<file path="src/rtl/multdiv_pkg.sv">
// Shared definitions for the multiply/divide issue/writeback controller.
package multdiv_pkg;

  // Controller states
  typedef enum logic [1:0] {
    StIdle  = 2'd0,
    StStart = 2'd1,
    StBusy  = 2'd2,
    StDone  = 2'd3
  } md_state_e;

  // Operation encoding carried on issue_op
  localparam logic OP_MULT = 1'b0;
  localparam logic OP_DIV  = 1'b1;

  // Defaults for the top-level parameters
  localparam int unsigned TIMEOUT_CYCLES_DEF = 40;
  localparam logic [4:0]  EXC_REG_DEF        = 5'd30;
  localparam logic [31:0] MULT_EXC_CODE_DEF  = 32'd4;
  localparam logic [31:0] DIV_EXC_CODE_DEF   = 32'd5;

  // Status code written to the exception register for a given opcode
  function automatic logic [31:0] exc_code(input logic op, input logic [31:0] mult_code,
                                           input logic [31:0] div_code);
    return (op == OP_DIV) ? div_code : mult_code;
  endfunction

endpackage

</file>
<file path="src/rtl/md_timeout_counter.sv">
// Saturating BUSY-cycle counter with synchronous clear and terminal-count flag.
module md_timeout_counter #(
  parameter int unsigned TIMEOUT_CYCLES = 40,
  parameter int unsigned CNT_W          = $clog2(TIMEOUT_CYCLES + 1)
) (
  input  logic             clock,
  input  logic             reset,
  input  logic             clear,
  input  logic             enable,
  output logic [CNT_W-1:0] count,
  output logic             terminal
);

  localparam logic [CNT_W-1:0] CntMax  = CNT_W'(TIMEOUT_CYCLES);
  localparam logic [CNT_W-1:0] CntTerm = CNT_W'(TIMEOUT_CYCLES - 1);

  logic [CNT_W-1:0] count_q;

  // Count enabled cycles; hold at the maximum instead of wrapping
  always_ff @(posedge clock or posedge reset) begin
    if (reset) begin
      count_q <= '0;
    end else if (clear) begin
      count_q <= '0;
    end else if (enable && (count_q != CntMax)) begin
      count_q <= count_q + CNT_W'(1);
    end
  end

  assign count    = count_q;
  assign terminal = (count_q == CntTerm);

endmodule

</file>
<file path="src/rtl/multdiv_ctrl.sv">
// Issue/writeback controller for the shared multiply/divide unit.
module multdiv_ctrl
  import multdiv_pkg::*;
#(
  parameter int unsigned TIMEOUT_CYCLES = TIMEOUT_CYCLES_DEF,
  parameter logic [4:0]  EXC_REG        = EXC_REG_DEF,
  parameter logic [31:0] MULT_EXC_CODE  = MULT_EXC_CODE_DEF,
  parameter logic [31:0] DIV_EXC_CODE   = DIV_EXC_CODE_DEF
) (
  input  logic        clock,
  input  logic        reset,
  input  logic        issue_valid,
  input  logic        issue_op,
  input  logic [31:0] issue_a,
  input  logic [31:0] issue_b,
  input  logic [4:0]  issue_rd,
  input  logic        flush,
  output logic        md_ctrl_mult,
  output logic        md_ctrl_div,
  output logic [31:0] md_operand_a,
  output logic [31:0] md_operand_b,
  input  logic [31:0] md_result,
  input  logic        md_exception,
  input  logic        md_ready,
  output logic        stall,
  output logic        wb_valid,
  output logic [4:0]  wb_rd,
  output logic [31:0] wb_data,
  input  logic        wb_ack
);

  localparam int unsigned CNT_W = $clog2(TIMEOUT_CYCLES + 1);

  md_state_e        state_q, state_d;
  logic             op_q;
  logic [31:0]      a_q, b_q;
  logic [4:0]       rd_q;
  logic [4:0]       wb_rd_q, wb_rd_d;
  logic [31:0]      wb_data_q, wb_data_d;
  logic             mult_q, mult_d, div_q, div_d;
  logic             latch_en, cap_en, cap_exc;
  logic             cnt_clear, cnt_en, cnt_term;
  logic [CNT_W-1:0] cnt;

  md_timeout_counter #(
    .TIMEOUT_CYCLES (TIMEOUT_CYCLES),
    .CNT_W          (CNT_W)
  ) u_timeout (
    .clock    (clock),
    .reset    (reset),
    .clear    (cnt_clear),
    .enable   (cnt_en),
    .count    (cnt),
    .terminal (cnt_term)
  );

  // Next-state decode, operand latch and writeback capture strobes
  always_comb begin
    state_d   = state_q;
    latch_en  = 1'b0;
    cap_en    = 1'b0;
    cap_exc   = 1'b0;
    cnt_clear = 1'b0;
    cnt_en    = 1'b0;
    case (state_q)
      StIdle: begin
        if (issue_valid) begin
          state_d  = StStart;
          latch_en = 1'b1;
        end
      end
      StStart: begin
        cnt_clear = 1'b1;
        state_d   = StBusy;
      end
      StBusy: begin
        cnt_en = 1'b1;
        // A ready seen with count 0 may be left over from the previous op
        if (md_ready && (cnt != '0)) begin
          cap_en  = 1'b1;
          cap_exc = md_exception;
          state_d = StDone;
        end else if (cnt_term) begin
          cap_en  = 1'b1;
          cap_exc = 1'b1;
          state_d = StDone;
        end
      end
      StDone: begin
        if (wb_ack) begin
          state_d = StIdle;
        end
      end
      default: state_d = StIdle;
    endcase
    // Flush wins over everything; stall is 0 under flush, so an issue seen then is dropped
    if (flush) begin
      state_d  = StIdle;
      latch_en = 1'b0;
      cap_en   = 1'b0;
    end
  end

  // Start pulses are decoded from the next state so they come straight from flops
  always_comb begin
    mult_d    = (state_d == StStart) && (issue_op == OP_MULT);
    div_d     = (state_d == StStart) && (issue_op == OP_DIV);
    wb_rd_d   = cap_exc ? EXC_REG : rd_q;
    wb_data_d = cap_exc ? exc_code(op_q, MULT_EXC_CODE, DIV_EXC_CODE) : md_result;
  end

  // State register and start pulse flops
  always_ff @(posedge clock or posedge reset) begin
    if (reset) begin
      state_q <= StIdle;
      mult_q  <= 1'b0;
      div_q   <= 1'b0;
    end else begin
      state_q <= state_d;
      mult_q  <= mult_d;
      div_q   <= div_d;
    end
  end

  // Request latch: held from START until the controller is back in IDLE
  always_ff @(posedge clock or posedge reset) begin
    if (reset) begin
      op_q <= OP_MULT;
      a_q  <= '0;
      b_q  <= '0;
      rd_q <= '0;
    end else if (latch_en) begin
      op_q <= issue_op;
      a_q  <= issue_a;
      b_q  <= issue_b;
      rd_q <= issue_rd;
    end
  end

  // Writeback registers: loaded once when leaving BUSY, stable through DONE
  always_ff @(posedge clock or posedge reset) begin
    if (reset) begin
      wb_rd_q   <= '0;
      wb_data_q <= '0;
    end else if (cap_en) begin
      wb_rd_q   <= wb_rd_d;
      wb_data_q <= wb_data_d;
    end
  end

  // Pipeline hold request
  always_comb begin
    stall = 1'b0;
    if (!flush) begin
      case (state_q)
        StIdle:  stall = issue_valid;
        StStart: stall = 1'b1;
        StBusy:  stall = 1'b1;
        StDone:  stall = ~wb_ack;
        default: stall = 1'b0;
      endcase
    end
  end

  assign md_ctrl_mult = mult_q;
  assign md_ctrl_div  = div_q;
  assign md_operand_a = a_q;
  assign md_operand_b = b_q;
  assign wb_valid     = (state_q == StDone);
  assign wb_rd        = wb_rd_q;
  assign wb_data      = wb_data_q;

endmodule

</file>
<file path="config.mk">
export PLATFORM = sky130hd
export DESIGN_NAME = multdiv_ctrl
export DESIGN_NICKNAME = d
export VERILOG_FILES = /design/src/rtl/multdiv_pkg.sv /design/src/rtl/md_timeout_counter.sv /design/src/rtl/multdiv_ctrl.sv
export SDC_FILE = /design/constraint.sdc
export NUM_CORES = 1
export LEC_CHECK = 0
export ABC_AREA = 1
export BUFFER_PORTS_ARGS = -buffer_cell sky130_fd_sc_hd__buf_4
export CORE_MARGIN = 2
export CORE_UTILIZATION = 51
export CTS_CLUSTER_SIZE = 14
export DETAILED_ROUTE_END_ITERATION = 7
export HOLD_SLACK_MARGIN = 0.12
export PLACE_DENSITY_LB_ADDON = 0.2
export SKIP_CTS_REPAIR_TIMING = 1
export SLEW_MARGIN = 0
export SYNTH_ARGS = -nofsm -noshare
export SYNTH_HDL_FRONTEND = slang
export SYNTH_HIERARCHICAL = 1
export SYNTH_SLANG_ARGS = --single-unit
</file>
<file path="constraint.sdc">
create_clock -name clock -period 4.87 [get_ports clock]
set_input_delay 0.2435 -clock clock [delete_from_list [all_inputs] [get_ports clock]]
set_output_delay 0.2435 -clock clock [all_outputs]
set_load 0.005 [all_outputs]
</file>
==> results.sh <==
export IMPL_port_buffers=213
export IMPL_peakVddDrop_uv=303
export IMPL_die_w_um=102
export IMPL_p_sw_uw=850
export IMPL_antenna_found_initial=0
export IMPL_finalWirelength_um=15800
export IMPL_hpwlAfterDp_um=8150
export IMPL_synth_area_sq_um=4900
export IMPL_min_period_ns=2.25
export IMPL_synth_xor_area_share_pct=0
export IMPL_drtIter0Drc=183
export IMPL_status="completed"
export IMPL_dieArea_sq_um=10400
export IMPL_drv_slew=0
export IMPL_synth_simple_area_share_pct=12.6
export IMPL_swShare_pct=27.1
export IMPL_rsz0062_at_grt="no"
export IMPL_hp_class="in -> reg"
export IMPL_ys_seq_elements=117
export IMPL_tns_ns=0
export IMPL_multi_input_area_sq_um=1680
export IMPL_setup_viol_count_final=0
export IMPL_fin_ws_ns=2.62
export IMPL_grtUsageTotal_pct=22.3
export IMPL_pwr_share_comb_pct=23.8
export IMPL_clock_sinks=117
export IMPL_insertion_delay_ns=0.50
export IMPL_muxShareOfSynthArea_pct=15.9
export IMPL_internal_power_mw=2.29
export IMPL_synth_fp_nets=544
export IMPL_grt_pass1_vias=3808
export IMPL_avgSynthCellArea_sq_um=11.5
export IMPL_worst_pin_slew_ns=0.973
export IMPL_synth_yosys_seq_area_share_pct=59.7
export IMPL_startpoint_type="flip-flop"
export IMPL_core_sq_um=9280
export IMPL_leakagePower_nw=3.93
export IMPL_syn_inst=428
export IMPL_required_ns=5.25
export IMPL_yosysUniqueCellTypes=26
export IMPL_place_ws_ns=2.61
export IMPL_endpoint_kind="flip-flop"
export IMPL_synth_top_family_by_area="multiplexers"
export IMPL_slew_headroom_pct=35.1
export IMPL_drive_gt1_share_pct=42.7
export IMPL_wl_met1_um=5500
export IMPL_hold_viol=0
export IMPL_mostFrequentLayoutCells="buf_4 (215), dfrtp_1 (117), dlygate4sd3_1 (105)"
export IMPL_maxCapViolations=0
export IMPL_timing_final_crit_share_pct=46.2
export IMPL_syn2layout_area_growth_pct=65.3
export IMPL_die_height_um=102
export IMPL_powerDensity_nw_per_um2=388
export IMPL_power_share_clock_pct=35.9
export IMPL_grt_pass1_wl_um=17800
export IMPL_firstDrtPassIters=7
export IMPL_register_area_sq_um=2930
export IMPL_pwr_share_seq_pct=40.3
export IMPL_crit_arrival_ns=2.63
export IMPL_grt_overflow=0
export IMPL_clkTransAtPathRegs_ns=0.06
export IMPL_h_tree_depth=4
export IMPL_drc=0
export IMPL_clockRootBuffer="clkbuf_8"
export IMPL_clock_path_buffers=2
export IMPL_critPathKind="reg -> reg"
export IMPL_fillers=436
export IMPL_power_mw=3.14
export IMPL_layout_nets=865
export IMPL_ant_nets=0
export IMPL_wl_per_cell_um=17.7
export IMPL_fin_worst_skew_ns=0.00805
export IMPL_synthAdderAreaFrac_pct=1.79
export IMPL_cts_tree="done"
export IMPL_cts_buffers=17
export IMPL_grt_max_degree=75
export IMPL_mostFrequentLayoutCell="buf_4"
export IMPL_ys_warn_count=6
export IMPL_top_layer="met4"
export IMPL_num_io_pins=214
export IMPL_place_gp_congestion=0.872
export IMPL_via_per_inst=4.97
export IMPL_rows=35
export IMPL_synth_compound_area_share_pct=4.08
export IMPL_initial_core_util_pct=52.8
export IMPL_path_max_fanout=71
export IMPL_wl_met2_um=9060
export IMPL_via_count=4436
export IMPL_max_freq_mhz=445
export IMPL_met3_length_um=866
==> worst max-delay path, stage by stage, from the launching register on <==
cell and delay, ns:
dfrtp_1 0.40, inv_1 0.15, ha_1 0.21, nand3_4 0.69, mux2_1 0.62
==> stage by stage <==
step / utilization (%) / instance area (sq um) / std cells / hold WS [ns]
floorplan: - / 4900 / 428 / 0.0345
global placement: 70.1 / 6510 / 754 / 0.205
detailed placement: 70.1 / 6510 / 754 / 0.216
CTS: 75.9 / 7040 / 786 / -0.324
global route: 87.2 / 8100 / 891 / 0.240
finish: 87.3 / 8100 / 893 / 0.199
==> sequential cells by signal, summed over array words and instances (netlist names), 2 cells and up <==
signal	count
u_timeout/count	6
wb_data	32
state_q	2
md_operand_a	32
wb_rd	5
rd_q	5
md_operand_b	32
==> final timing paths <==
check                                 from                 end  slack (ns)  cells past startpoint
worst max-delay path            state_q[0]     md_operand_b[0]        2.62                      4
worst min-delay path              md_ready          state_q[0]        0.20                      5
worst max register to register  state_q[0]     md_operand_b[0]        2.62                      4
worst min register to register  wb_data[4]          wb_data[4]        0.49                      2
max in group asynchronous            reset         wb_data[19]        3.26                      4
min in group asynchronous            reset  u_timeout/count[4]        0.25                      3
==> metal layers <==
layer / vias to the layer above / GRT usage (%)
li1: 2040 / -
met4: 0 / 8.51
met2: 192 / 40.0
met3: 29 / 5.88
met1: 2175 / 25.6
met5: - / 0
==> power by group through the flow <==
stage / clock network, mW / registers (mW) / logic [mW]
after global placement: 0 / 1.25 / 0.632
after CTS: 1.12 / 1.25 / 0.655
final: 1.13 / 1.27 / 0.748
after detailed placement: 0 / 1.26 / 0.651
after global routing: 1.18 / 1.28 / 0.801
after floorplan: 0 / 1.27 / 0.265
==> final cells by class <==
type,count,share of cell area [%]
clock buffers,19,5.21
multi-input cells,260,20.8
diodes,2,0.0618
clock inverters,13,1.37
flip-flops and latches,117,36.1
well taps,129,1.99
inverters,33,1.56
repair buffers,320,32.9
==> synth_stat cells (all sizes together) <==
cell type / instances / area share, %
a21oi: 3 / 0.31
buf: 17 / 3.3
o21ai: 34 / 3.5
a21boi: 1 / 0.15
or2: 5 / 0.64
a22oi: 1 / 0.15
nor2: 29 / 2.6
mux2: 69 / 16
nand3: 12 / 1.6
dfrtp: 117 / 60
nor3: 2 / 0.20
ha: 7 / 1.8
clkbuf: 1 / 0.10
inv: 33 / 2.5
nand4: 2 / 0.26
nand2: 95 / 7.3
==> cells by family (layout without fill, tap and decap cells) <==
family	count (synthesis)	count (layout)
simple gates	145	145
flops	117	117
mux	69	69
buf+inv	51	385
compound gates	39	39
fa+ha+maj	7	7
other cells	0	2
Note: power is estimated with default switching activity, not from simulation.
